[src/rtl/imc_array_sequencer_pkg.sv]
// Shared types for the IMC array sequencer: op codes, FSM states, latched command,
// analog drive bundle and default phase lengths.
package imc_seq_pkg;
   localparam int MEM_ROW        = 16;
   localparam int SRAM_OUT_WIDTH = 16;
   localparam int IMC_OUT_WIDTH  = 64;
   localparam int CNT_W          = 4;
   localparam int ROW_IDX_W      = $clog2(MEM_ROW);

   localparam logic [CNT_W-1:0] T_PRE = 4'd2;
   localparam logic [CNT_W-1:0] T_WL  = 4'd2;
   localparam logic [CNT_W-1:0] T_SA  = 4'd1;

   typedef enum logic [1:0] {
      OP_WR  = 2'b00,
      OP_RD  = 2'b01,
      OP_IMC = 2'b10,
      OP_RSV = 2'b11
   } op_t;

   typedef enum logic [2:0] {
      ST_IDLE,
      ST_PRECH,
      ST_WRITE,
      ST_WLACT,
      ST_SENSE,
      ST_RESP
   } state_t;

   typedef struct packed {
      op_t                  op;
      logic [ROW_IDX_W-1:0] row;
      logic [MEM_ROW-1:0]   din;
      logic [MEM_ROW-1:0]   vec;
      logic [CNT_W-1:0]     t_wl;
      logic [CNT_W-1:0]     t_sa;
   } cmd_t;

   typedef struct packed {
      logic               pre_sram;
      logic               we;
      logic               pre_vlsa;
      logic               pre_clsa;
      logic               pre_a;
      logic               saen;
      logic               en_vclp;
      logic [MEM_ROW-1:0] wwl;
      logic [MEM_ROW-1:0] rwl;
      logic [MEM_ROW-1:0] rwlb;
      logic [MEM_ROW-1:0] din;
   } ana_t;

   // Timer reload value for a phase of d cycles; a zero length runs as one cycle.
   function automatic logic [CNT_W-1:0] dur_load(input logic [CNT_W-1:0] d);
      return (d == '0) ? '0 : d - 1'b1;
   endfunction
endpackage

[src/rtl/imc_array_sequencer_if.sv]
// Command/response handshake and analog macro signals of imc_array_sequencer.
// PULSE_CFG_EN adds the per-command phase length inputs cfg_t_pre/cfg_t_wl/cfg_t_sa.
interface imc_array_sequencer_if #(
   parameter int ROW_W = imc_seq_pkg::ROW_IDX_W
);
   logic                                   cmd_valid;
   logic                                   cmd_ready;
   logic [1:0]                             cmd_op;
   logic [ROW_W-1:0]                       cmd_row;
   logic [imc_seq_pkg::MEM_ROW-1:0]        cmd_din;
   logic [imc_seq_pkg::MEM_ROW-1:0]        cmd_vec;
`ifdef PULSE_CFG_EN
   logic [imc_seq_pkg::CNT_W-1:0]          cfg_t_pre;
   logic [imc_seq_pkg::CNT_W-1:0]          cfg_t_wl;
   logic [imc_seq_pkg::CNT_W-1:0]          cfg_t_sa;
`endif
   logic                                   rsp_valid;
   logic                                   rsp_ready;
   logic [imc_seq_pkg::IMC_OUT_WIDTH-1:0]  rsp_data;
   logic                                   rsp_err;
   logic PRE_SRAM, WE, PRE_VLSA, PRE_CLSA, PRE_A, SAEN, EN_VCLP;
   logic [imc_seq_pkg::MEM_ROW-1:0]        WWL, RWL, RWLB, SRAM_Din;
   logic [imc_seq_pkg::SRAM_OUT_WIDTH-1:0] SA_out;
   logic [imc_seq_pkg::IMC_OUT_WIDTH-1:0]  IMC_out;

   modport master (
      output cmd_valid, cmd_op, cmd_row, cmd_din, cmd_vec,
`ifdef PULSE_CFG_EN
      output cfg_t_pre, cfg_t_wl, cfg_t_sa,
`endif
      output rsp_ready, SA_out, IMC_out,
      input  cmd_ready, rsp_valid, rsp_data, rsp_err,
      input  PRE_SRAM, WE, PRE_VLSA, PRE_CLSA, PRE_A, SAEN, EN_VCLP,
      input  WWL, RWL, RWLB, SRAM_Din
   );

   modport slave (
      input  cmd_valid, cmd_op, cmd_row, cmd_din, cmd_vec,
`ifdef PULSE_CFG_EN
      input  cfg_t_pre, cfg_t_wl, cfg_t_sa,
`endif
      input  rsp_ready, SA_out, IMC_out,
      output cmd_ready, rsp_valid, rsp_data, rsp_err,
      output PRE_SRAM, WE, PRE_VLSA, PRE_CLSA, PRE_A, SAEN, EN_VCLP,
      output WWL, RWL, RWLB, SRAM_Din
   );
endinterface

[src/rtl/imc_array_sequencer_pulse_timer.sv]
// Loadable down-counter timing one sequencer phase; o_done marks the phase's last cycle.
module imc_pulse_timer #(
   parameter int CNT_W = 4
) (
   input  logic             clk,
   input  logic             reset_n,
   input  logic             i_load,
   input  logic [CNT_W-1:0] i_val,
   output logic             o_done
);
   logic [CNT_W-1:0] r_cnt;

   always_ff @(posedge clk or negedge reset_n) begin
      if (!reset_n)           r_cnt <= '0;
      else if (i_load)        r_cnt <= i_val;
      else if (r_cnt != '0)   r_cnt <= r_cnt - 1'b1;
   end

   assign o_done = (r_cnt == '0);
endmodule

[src/rtl/imc_array_sequencer.sv]
// Phase sequencer for the 16x16 SRAM/IMC macro: precharge, wordline, write and sense phases
// with registered analog drives. PULSE_CFG_EN selects per-command phase lengths.
module imc_array_sequencer
   import imc_seq_pkg::*;
#(
   parameter int ROW_W = ROW_IDX_W
) (
   input  logic                 clk,
   input  logic                 reset_n,
   imc_array_sequencer_if.slave bus
);
   state_t                   r_state;
   cmd_t                     r_cmd;
   ana_t                     r_ana;
   logic                     r_rsp_valid;
   logic                     r_rsp_err;
   logic [IMC_OUT_WIDTH-1:0] r_rsp_data;
   logic                     w_done, w_load, w_err;
   logic [CNT_W-1:0]         w_load_val, w_t_pre, w_t_wl, w_t_sa;
   logic [MEM_ROW-1:0]       w_row_oh;

`ifdef PULSE_CFG_EN
   assign w_t_pre = bus.cfg_t_pre;
   assign w_t_wl  = bus.cfg_t_wl;
   assign w_t_sa  = bus.cfg_t_sa;
`else
   assign w_t_pre = T_PRE;
   assign w_t_wl  = T_WL;
   assign w_t_sa  = T_SA;
`endif

   // Row is checked at full port width so out-of-range rows never alias into the array.
   assign w_err    = (bus.cmd_op == OP_RSV) || (32'(bus.cmd_row) >= MEM_ROW);
   assign w_row_oh = {{(MEM_ROW-1){1'b0}}, 1'b1} << r_cmd.row;

   function automatic ana_t ana_prech(input op_t op);
      ana_t a;
      a          = '0;
      a.pre_sram = 1'b1;
      a.pre_vlsa = (op == OP_RD);
      a.pre_clsa = (op == OP_IMC);
      a.pre_a    = (op == OP_IMC);
      a.en_vclp  = (op == OP_IMC);
      return a;
   endfunction

   function automatic ana_t ana_write(input cmd_t c, input logic [MEM_ROW-1:0] oh);
      ana_t a;
      a     = '0;
      a.wwl = oh;
      a.we  = 1'b1;
      a.din = c.din;
      return a;
   endfunction

   function automatic ana_t ana_wlact(input cmd_t c, input logic [MEM_ROW-1:0] oh);
      ana_t a;
      a = '0;
      if (c.op == OP_IMC) begin
         a.rwl     = c.vec;
         a.rwlb    = ~c.vec;
         a.en_vclp = 1'b1;
      end else begin
         a.rwl = oh;
      end
      return a;
   endfunction

   // The single timer is reloaded on the cycle a phase ends, ready for the next phase.
   always_comb begin
      w_load     = 1'b0;
      w_load_val = '0;
      case (r_state)
         ST_IDLE: if (bus.cmd_valid && !w_err) begin
            w_load     = 1'b1;
            w_load_val = dur_load(w_t_pre);
         end
         ST_PRECH: if (w_done) begin
            w_load     = 1'b1;
            w_load_val = dur_load(r_cmd.t_wl);
         end
         ST_WLACT: if (w_done) begin
            w_load     = 1'b1;
            w_load_val = dur_load(r_cmd.t_sa);
         end
         default: ;
      endcase
   end

   imc_pulse_timer #(.CNT_W(CNT_W)) u_timer (
      .clk     (clk),
      .reset_n (reset_n),
      .i_load  (w_load),
      .i_val   (w_load_val),
      .o_done  (w_done)
   );

   always_ff @(posedge clk or negedge reset_n) begin
      if (!reset_n) begin
         r_state     <= ST_IDLE;
         r_cmd       <= '0;
         r_ana       <= '0;
         r_rsp_valid <= 1'b0;
         r_rsp_err   <= 1'b0;
         r_rsp_data  <= '0;
      end else begin
         case (r_state)
            ST_IDLE: if (bus.cmd_valid) begin
               r_cmd <= '{op:   op_t'(bus.cmd_op),
                          row:  bus.cmd_row[ROW_IDX_W-1:0],
                          din:  bus.cmd_din,
                          vec:  bus.cmd_vec,
                          t_wl: w_t_wl,
                          t_sa: w_t_sa};
               if (w_err) begin
                  r_state     <= ST_RESP;
                  r_rsp_valid <= 1'b1;
                  r_rsp_err   <= 1'b1;
                  r_rsp_data  <= '0;
               end else begin
                  r_state <= ST_PRECH;
                  r_ana   <= ana_prech(op_t'(bus.cmd_op));
               end
            end
            ST_PRECH: if (w_done) begin
               if (r_cmd.op == OP_WR) begin
                  r_state <= ST_WRITE;
                  r_ana   <= ana_write(r_cmd, w_row_oh);
               end else begin
                  r_state <= ST_WLACT;
                  r_ana   <= ana_wlact(r_cmd, w_row_oh);
               end
            end
            ST_WRITE: if (w_done) begin
               r_state     <= ST_RESP;
               r_ana       <= '0;
               r_rsp_valid <= 1'b1;
               r_rsp_err   <= 1'b0;
               r_rsp_data  <= '0;
            end
            ST_WLACT: if (w_done) begin
               r_state    <= ST_SENSE;
               r_ana.saen <= 1'b1;
            end
            ST_SENSE: if (w_done) begin
               r_state     <= ST_RESP;
               r_ana       <= '0;
               r_rsp_valid <= 1'b1;
               r_rsp_err   <= 1'b0;
               r_rsp_data  <= (r_cmd.op == OP_IMC) ? bus.IMC_out :
                              {{(IMC_OUT_WIDTH-SRAM_OUT_WIDTH){1'b0}}, bus.SA_out};
            end
            ST_RESP: if (bus.rsp_ready) begin
               r_state     <= ST_IDLE;
               r_rsp_valid <= 1'b0;
               r_rsp_err   <= 1'b0;
               r_rsp_data  <= '0;
            end
            default: r_state <= ST_IDLE;
         endcase
      end
   end

   assign bus.cmd_ready = (r_state == ST_IDLE);
   assign bus.rsp_valid = r_rsp_valid;
   assign bus.rsp_err   = r_rsp_err;
   assign bus.rsp_data  = r_rsp_data;
   assign bus.PRE_SRAM  = r_ana.pre_sram;
   assign bus.WE        = r_ana.we;
   assign bus.PRE_VLSA  = r_ana.pre_vlsa;
   assign bus.PRE_CLSA  = r_ana.pre_clsa;
   assign bus.PRE_A     = r_ana.pre_a;
   assign bus.SAEN      = r_ana.saen;
   assign bus.EN_VCLP   = r_ana.en_vclp;
   assign bus.WWL       = r_ana.wwl;
   assign bus.RWL       = r_ana.rwl;
   assign bus.RWLB      = r_ana.rwlb;
   assign bus.SRAM_Din  = r_ana.din;
endmodule

[src/flat_wrapper.sv]
// flat-port wrapper written by rule: the top's interface ports become plain ports
module imc_array_sequencer_flat import imc_seq_pkg::*;
#(
   parameter int ROW_W = ROW_IDX_W
)
  (clk, reset_n, bus_cmd_valid, bus_cmd_op, bus_cmd_row, bus_cmd_din, bus_cmd_vec, bus_rsp_ready, bus_SA_out, bus_IMC_out, bus_cmd_ready, bus_rsp_valid, bus_rsp_data, bus_rsp_err, bus_PRE_SRAM, bus_WE, bus_PRE_VLSA, bus_PRE_CLSA, bus_PRE_A, bus_SAEN, bus_EN_VCLP, bus_WWL, bus_RWL, bus_RWLB, bus_SRAM_Din);
  imc_array_sequencer_if #(.ROW_W(ROW_W)) bus_i ();
  input  logic clk;
  input  logic reset_n;
  input wire logic [$bits(bus_i.cmd_valid)-1:0] bus_cmd_valid;
  input wire logic [$bits(bus_i.cmd_op)-1:0] bus_cmd_op;
  input wire logic [$bits(bus_i.cmd_row)-1:0] bus_cmd_row;
  input wire logic [$bits(bus_i.cmd_din)-1:0] bus_cmd_din;
  input wire logic [$bits(bus_i.cmd_vec)-1:0] bus_cmd_vec;
  input wire logic [$bits(bus_i.rsp_ready)-1:0] bus_rsp_ready;
  input wire logic [$bits(bus_i.SA_out)-1:0] bus_SA_out;
  input wire logic [$bits(bus_i.IMC_out)-1:0] bus_IMC_out;
  output wire logic [$bits(bus_i.cmd_ready)-1:0] bus_cmd_ready;
  output wire logic [$bits(bus_i.rsp_valid)-1:0] bus_rsp_valid;
  output wire logic [$bits(bus_i.rsp_data)-1:0] bus_rsp_data;
  output wire logic [$bits(bus_i.rsp_err)-1:0] bus_rsp_err;
  output wire logic [$bits(bus_i.PRE_SRAM)-1:0] bus_PRE_SRAM;
  output wire logic [$bits(bus_i.WE)-1:0] bus_WE;
  output wire logic [$bits(bus_i.PRE_VLSA)-1:0] bus_PRE_VLSA;
  output wire logic [$bits(bus_i.PRE_CLSA)-1:0] bus_PRE_CLSA;
  output wire logic [$bits(bus_i.PRE_A)-1:0] bus_PRE_A;
  output wire logic [$bits(bus_i.SAEN)-1:0] bus_SAEN;
  output wire logic [$bits(bus_i.EN_VCLP)-1:0] bus_EN_VCLP;
  output wire logic [$bits(bus_i.WWL)-1:0] bus_WWL;
  output wire logic [$bits(bus_i.RWL)-1:0] bus_RWL;
  output wire logic [$bits(bus_i.RWLB)-1:0] bus_RWLB;
  output wire logic [$bits(bus_i.SRAM_Din)-1:0] bus_SRAM_Din;
  assign bus_i.cmd_valid = bus_cmd_valid;
  assign bus_i.cmd_op = bus_cmd_op;
  assign bus_i.cmd_row = bus_cmd_row;
  assign bus_i.cmd_din = bus_cmd_din;
  assign bus_i.cmd_vec = bus_cmd_vec;
  assign bus_i.rsp_ready = bus_rsp_ready;
  assign bus_i.SA_out = bus_SA_out;
  assign bus_i.IMC_out = bus_IMC_out;
  assign bus_cmd_ready = bus_i.cmd_ready;
  assign bus_rsp_valid = bus_i.rsp_valid;
  assign bus_rsp_data = bus_i.rsp_data;
  assign bus_rsp_err = bus_i.rsp_err;
  assign bus_PRE_SRAM = bus_i.PRE_SRAM;
  assign bus_WE = bus_i.WE;
  assign bus_PRE_VLSA = bus_i.PRE_VLSA;
  assign bus_PRE_CLSA = bus_i.PRE_CLSA;
  assign bus_PRE_A = bus_i.PRE_A;
  assign bus_SAEN = bus_i.SAEN;
  assign bus_EN_VCLP = bus_i.EN_VCLP;
  assign bus_WWL = bus_i.WWL;
  assign bus_RWL = bus_i.RWL;
  assign bus_RWLB = bus_i.RWLB;
  assign bus_SRAM_Din = bus_i.SRAM_Din;
  imc_array_sequencer #(.ROW_W(ROW_W)) u_core (.clk(clk), .reset_n(reset_n), .bus(bus_i));
endmodule
[config.mk]
export PLATFORM = sky130hd
export DESIGN_NAME = imc_array_sequencer_flat
export DESIGN_NICKNAME = d
export VERILOG_FILES = /design/src/rtl/imc_array_sequencer_pkg.sv /design/src/rtl/imc_array_sequencer_if.sv /design/src/rtl/imc_array_sequencer_pulse_timer.sv /design/src/rtl/imc_array_sequencer.sv /design/src/flat_wrapper.sv
export SDC_FILE = /design/constraint.sdc
export NUM_CORES = 1
export LEC_CHECK = 0
export ABC_CLOCK_PERIOD_IN_PS = 3440
export CORE_ASPECT_RATIO = 0.8
export CORE_MARGIN = 3
export CORE_UTILIZATION = 50
export CTS_BUF_LIST = sky130_fd_sc_hd__clkbuf_4
export CTS_CLUSTER_SIZE = 25
export DETAILED_ROUTE_END_ITERATION = 7
export GPL_ROUTABILITY_DRIVEN = 0
export GPL_TIMING_DRIVEN = 0
export HOLD_SLACK_MARGIN = 0.05
export PLACE_DENSITY = 0.86
export SYNTH_ARGS = -nofsm -noshare
export SYNTH_HDL_FRONTEND = slang
export SYNTH_SLANG_ARGS = --single-unit
export TNS_END_PERCENT = 5
[constraint.sdc]
create_clock -name clk -period 3.44 [get_ports clk]
set_input_delay 0.688 -clock clk [delete_from_list [all_inputs] [get_ports clk]]
set_output_delay 0.688 -clock clk [all_outputs]
set_load 0.02 [all_outputs]
==> results.py <==
metrics = {
    "routing": {
        "vias": 6613,
        "route.detailed.wl_per_inst_um": 17.5,
        "post-route-drc-count": 0,
        "drt-total-wl_mm": 22.3,
        "first_iter_violations": 414,
        "dr.pass1.iters": 4,
        "ant_nets": 0,
        "route.detailed.vias_per_inst": 5.19,
    },
    "yosys": {
        "yosys_most_used_dff": "sky130_fd_sc_hd__dfrtp_1",
        "syn_nets": 896,
        "ys_async_sr_fraction_pct": 100,
        "synth_seq_cells": 182,
        "ys.warnings.count": 0,
        "syn_area_sq_um": 8100,
        "number_of_enable_flip_flop_cells_after_synthesis": 0,
        "post_synth.cell_area_avg_sq_um": 10.5,
        "seq_area_frac_synth_pct": 56.2,
        "post_synthesis_cell_type_count": 50,
        "synthesis.instances": 773,
    },
    "die": {
        "floorplan.die.height_um": 120,
        "fp.dieW_um": 148,
        "core.rowCount": 40,
        "floorplan.io_pins": 260,
        "dieArea_sq_um": 17800,
        "initial_core_utilization_pct": 52.6,
        "floorplan.core_area_sq_um": 15400,
    },
    "sta": {
        "rsz0062_at_grt": "false",
        "worst_max_slew_pin_slew_ps": 814,
        "layout_setup_ws_ps": 430,
        "worst_slew_margin_rel_pct": 45.8,
        "period_share_pct": 87.5,
        "finalSetupViolations": 0,
        "fmax_mhz": 332,
        "worst_clock_skew_ps": 17.9,
        "final_period_minus_worst_setup_slack_ps": 3010,
        "hold-worst-slack_ps": 183,
        "slew_viol_final": 0,
        "finalHoldViolations": 0,
    },
    "clocking": {
        "tritoncts": "built",
        "cts-hold-fix-buffers": 0,
        "number_of_clock_sinks": 182,
        "postCtsResizedCells": 0,
        "numCtsBuffers": 17,
        "clk_path_buf_depth": 2,
        "worst_skew_pair.late_latency_ps": 560,
        "postCtsSetupRepairBufs": 0,
        "root_buffer": "sky130_fd_sc_hd__clkbuf_4",
        "clock_transition_at_path_regs_ps": 150,
        "cts-htree-levels": 4,
    },
    "power": {
        "switching_share_pct": 40.7,
        "p_int_mw": 5.36,
        "comb_power_share_pct": 49.4,
        "power_leakage_nw": 5.04,
        "share_clk_of_total_power_pct": 13.3,
        "vdd_ir_drop_max_uv": 490,
        "power-per-cell-area_nw_per_um2": 801,
        "total_switching_power_mw": 3.68,
        "sequentialPowerShare_pct": 37.3,
    },
    "placed_design": {
        "io_buffers": 259,
        "hpwlAfterDp_mm": 16.7,
        "preCtsSetupSlack_ps": 586,
        "place.detailed.instances": 1243,
        "postPlaceCellArea_sq_um": 11000,
    },
    "finish": {
        "drive_above_1_share_pct": 10.6,
        "layout_commonest_cell": "sky130_fd_sc_hd__clkdlybuf4s50_1",
        "n_fill_cell": 1140,
        "fin_cells": 1275,
        "most_frequent_cells_in_the_layout": "258 x sky130_fd_sc_hd__clkdlybuf4s50_1, 202 x sky130_fd_sc_hd__nand2_1, 182 x sky130_fd_sc_hd__dfrtp_1, 53 x sky130_fd_sc_hd__inv_1, 48 x sky130_fd_sc_hd__mux2i_1",
        "seq_area_sq_um": 4550,
        "finish.instance_area_sq_um": 11300,
        "insertedDiodeCount": 0,
        "multiInputGateArea_sq_um": 3000,
        "layout_net_count": 1175,
        "layout-area-overhead-vs-synth_pct": 39.1,
        "post-route-util_pct": 73.1,
    },
    "min_path": {
        "worst_hold_path_type": "primary input to async pin",
    },
    "grt": {
        "grt.overflow.total": 0,
        "grt_usage_pct": 24.7,
        "grt_antenna_before_repair": 0,
        "grt_first_pass_wirelength_mm": 34.6,
        "via_count_of_the_first_global_routing_pass": 6612,
        "pin_count_of_the_biggest_net_entering_global_routing": 110,
    },
    "job": {
        "max-cap-violations": 0,
    },
    "outcome": {
        "status": "completed",
    },
    "worst_setup_path": {
        "crit_path_max_fanout": 10,
        "setup.worst_path.class": "flip-flop to output pin",
        "cp-start-kind": "flip-flop",
        "worst-endpoint-arrival_ps": 2320,
        "critPathRequiredTime_ps": 2750,
        "endpoint_kind": "output pin",
    },
}
-- layout make-up --
cell class                 count  share of cell area [%]
buffer                        57                    3.09
inverter                      53                    1.76
clock inverter                15                    1.37
tap                          210                    2.33
multi-input combinational    481                    26.6
clock buffer                  17                    1.13
timing repair buffer         260                    23.3
sequential                   182                    40.4
-- routing by layer --
| layer | track usage [%] | vias up | routed length (um) |
|---|---|---|---|
| met3 | 7.51 | 32 | 1940 |
| li1 | - | 3111 | - |
| met2 | 39.3 | 260 | 10500 |
| met1 | 32.6 | 3210 | 9390 |
| met5 | 0 | - | 0 |
| met4 | 7.79 | 0 | 443 |
-- critical path, cell delays in order, from the launching register on --
cell and delay, ps:
sky130_fd_sc_hd__dfrtp_1 470, sky130_fd_sc_hd__clkbuf_1 270, sky130_fd_sc_hd__nor3_1 310, sky130_fd_sc_hd__clkdlybuf4s50_1 710
-- cells in the mapped netlist, drive strengths merged (3+ instances only) --
cell    count  share of area, %
nand2b      5              0.39
nand4       3              0.23
nand3       3              0.19
nor2b       8              0.62
a21o        3              0.28
nor2       39               1.9
nand2     202               9.4
inv        53               2.5
nand3b      3              0.28
buf        31               3.1
mux2       51               7.1
a22oi       4              0.43
or3b        3              0.32
o21ai       5              0.31
a32o        7              0.86
dfrtp     182                56
mux2i      48               5.9
and2        3              0.23
clkbuf     26               1.2
a22o       26               2.8
nor3        5              0.31
a21oi      32               2.0
a32oi      10               1.1
-- final timing paths --
path,start,to,slack [ps],cells past startpoint
worst max-delay path,u_core.r_state[1],bus_cmd_ready,430,3
worst max register to register,u_core.u_timer.r_cnt[0],u_core.bus.SRAM_Din[8],1030,8
min in group clk,u_core.r_cmd[5],u_core.r_cmd[5],500,1
max in group asynchronous,reset_n,u_core.bus.rsp_data[14],2420,2
worst min register to register,u_core.r_cmd[5],u_core.r_cmd[5],500,1
worst min-delay path,reset_n,u_core.bus.rsp_data[58],180,1
-- kinds of logic (layout without fill, tap and decap cells) --
| logic type | count (synthesis) | after routing | share of synthesized area [%] |
|---|---|---|---|
| buffers and inverters | 110 | 402 | 6.75 |
| multiplexers | 99 | 99 | 13.0 |
| XOR/XNOR | 2 | 2 | 0.216 |
| AO/OA/AOI/OAI | 98 | 98 | 9.02 |
| flip-flops | 182 | 182 | 56.2 |
| AND/OR/NAND/NOR | 281 | 281 | 14.7 |
| adder cells (fa/ha/maj) | 1 | 1 | 0.154 |
-- stage by stage --
step                 TNS, ps  power [mW]
floorplan                  0        5.92
global placement    -1069010        7.74
detailed placement         0        7.87
CTS                        0        9.08
global route               0        9.56
finish                     0        9.04
-- registers in the layout (all words and copies together), names as in the netlist, 3 cells and up --
register / flops
u_core.bus.RWL: 16
u_core.bus.RWLB: 16
u_core.bus.SRAM_Din: 16
u_core.bus.WWL: 16
u_core.bus.rsp_data: 64
u_core.r_cmd: 39
u_core.r_state: 3
u_core.u_timer.r_cnt: 4
-- power by group through the flow --
stage          clock network (mW)  registers, mW  logic, mW
2_1_floorplan                   0           3.97       1.95
3_3_place_gp                    0           3.38       4.36
3_5_place_dp                    0           3.40       4.48
4_1_cts                      1.23           3.36       4.48
5_1_grt                      1.31           3.45       4.79
6_report                     1.20           3.37       4.46
(Power assumes the default switching activity.)
==> RTL edit (config.mk and constraints unchanged) <==
Change the package constant `MEM_ROW` from 16 to 32.
--- a/src/rtl/imc_array_sequencer_pkg.sv
+++ b/src/rtl/imc_array_sequencer_pkg.sv
@@ -3,3 +3,3 @@
 package imc_seq_pkg;
-   localparam int MEM_ROW        = 16;
+   localparam int MEM_ROW        = 32;
    localparam int SRAM_OUT_WIDTH = 16;
Ports: changed (7 resized); port bits go from 260 to 357. The function was not compared with the original's and may differ.
==> RTL edit against the unedited design <==
  * Wire length up 54%
  * Cell area up 44%
  * Total power up 39%
  * Clock power up 130%
  * Synthesized area up 41%
  * Worst setup slack worse by 200 ps
  * Synthesized cell count up 12%
  * Sequential cell count up 97
  * Sequential power up 43%
==> RTL edit: results (changes against the unedited design) <==
metric;value;unit;change
synth-seq-area-share;61.3;%;was 56.2%
rrSetupSlack;470;ps;was 1030 ps
synth_common_cells;279 x dfrtp_1, 136 x mux2_2, 81 x a22o_1;;was 202 x nand2_1, 182 x dfrtp_1, 53 x inv_1
yosysUniqueCellTypes;46;;was 50
largest_reg_flops;72;;was 64
cts.clk_slew.worst_paths;60;ps;was 150 ps
relSlewSlack;24.7;%;was 45.8%
drt_iter0_drc;627;;was 414
htreeDepth;3;;was 4
ir_drop;0.319;mV;was 0.490 mV
synthAdderAreaFrac;0.110;%;was 0.154%
dr.pass1.iters;5;;was 4
clock_tree_area_fraction;5.25;%;was 2.50%
dr_total_vias;9172;;was 6613
r2r-end;u_core.bus.WWL[16];;was u_core.bus.SRAM_Din[8]
skew;30.3;ps;was 17.9 ps
cts_buffers;71;;was 17
postCtsHoldBufs;1;;was 0
status;finished, final reports clean;;unchanged
grtUsageMet3;8.27;%;was 7.51%
cts.sinks;279;;was 182
synthXorXnorAreaFrac;0.0768;%;was 0.216%
nNonClkInverters;8;;was 53
n_antenna_cell;1;;was 0
grtUsageMet1;34.4;%;was 32.6%
grt_util_met2;47.4;%;was 39.3%
hp-class;reg -> reg;;was in -> async
clkbuf_count;100;;was 17
dp.cells;1525;;was 1243
grt_pass1_wl;53800;um;was 34600 um
multi_input_area;0.00407;mm2;was 0.00300 mm2
synth_area_leaders;dfrtp_1 61%, mux2_2 13%, a22o_1 6.2%, o2bb2ai_1 3.8%, a21oi_1 1.8%;;was dfrtp_1 56%, nand2_1 9.4%, mux2_2 6.1%, mux2i_1 5.9%, a22o_1 2.8%
grt_usage;27.9;%;was 24.7%
arrival;2520;ps;was 2320 ps
dpl_cell_area;0.0154;mm2;was 0.0110 mm2
multi_input_gates;512;;was 481
nFillCells;1491;;was 1140
nNonClkBuffers;427;;was 317
p_switching;4.66;mW;was 3.68 mW
clockBufferDepth;3;;was 2
antenna_found_initial;2;;was 0
layout.cells.non_filler;1640;;was 1275
drive_above_1_share;20.8;%;was 10.6%
whs;472;ps;was 183 ps
grt_pass1_vias;9684;;was 6612
fmax;312;MHz;was 332 MHz
-- RTL edit: cell types whose count changed after synthesis, moves of 9 or more --
cell	unedited run	this run
a22o_1	26	81
nand2_1	202	39
dfrtp_1	182	279
nand3_1	3	36
clkbuf_1	25	34
inv_1	53	8
o2bb2ai_1	1	49
mux2_2	44	136
mux2i_1	48	17
-- RTL edit: power by group through the flow --
stage	combinational (mW)	clock [mW]	sequential, mW
after floorplan	2.51	0	5.23
after global placement	4.85	0	4.81
after detailed placement	5.02	0	4.86
after CTS	5.03	2.82	4.81
after global routing	5.37	2.98	4.94
final	5.01	2.76	4.82
-- RTL edit: layer usage --
metal  vias up  wire length [um]
li1       4067                 -
met1      4577             13400
met2       458             17100
met3        68              2890
met4         2               917
met5         -                10
-- RTL edit: critical path: stages, from the launching register on --
cell	delay (ps)
dfrtp_1	350
buf_2	160
nor3_1	580
clkdlybuf4s50_1	770
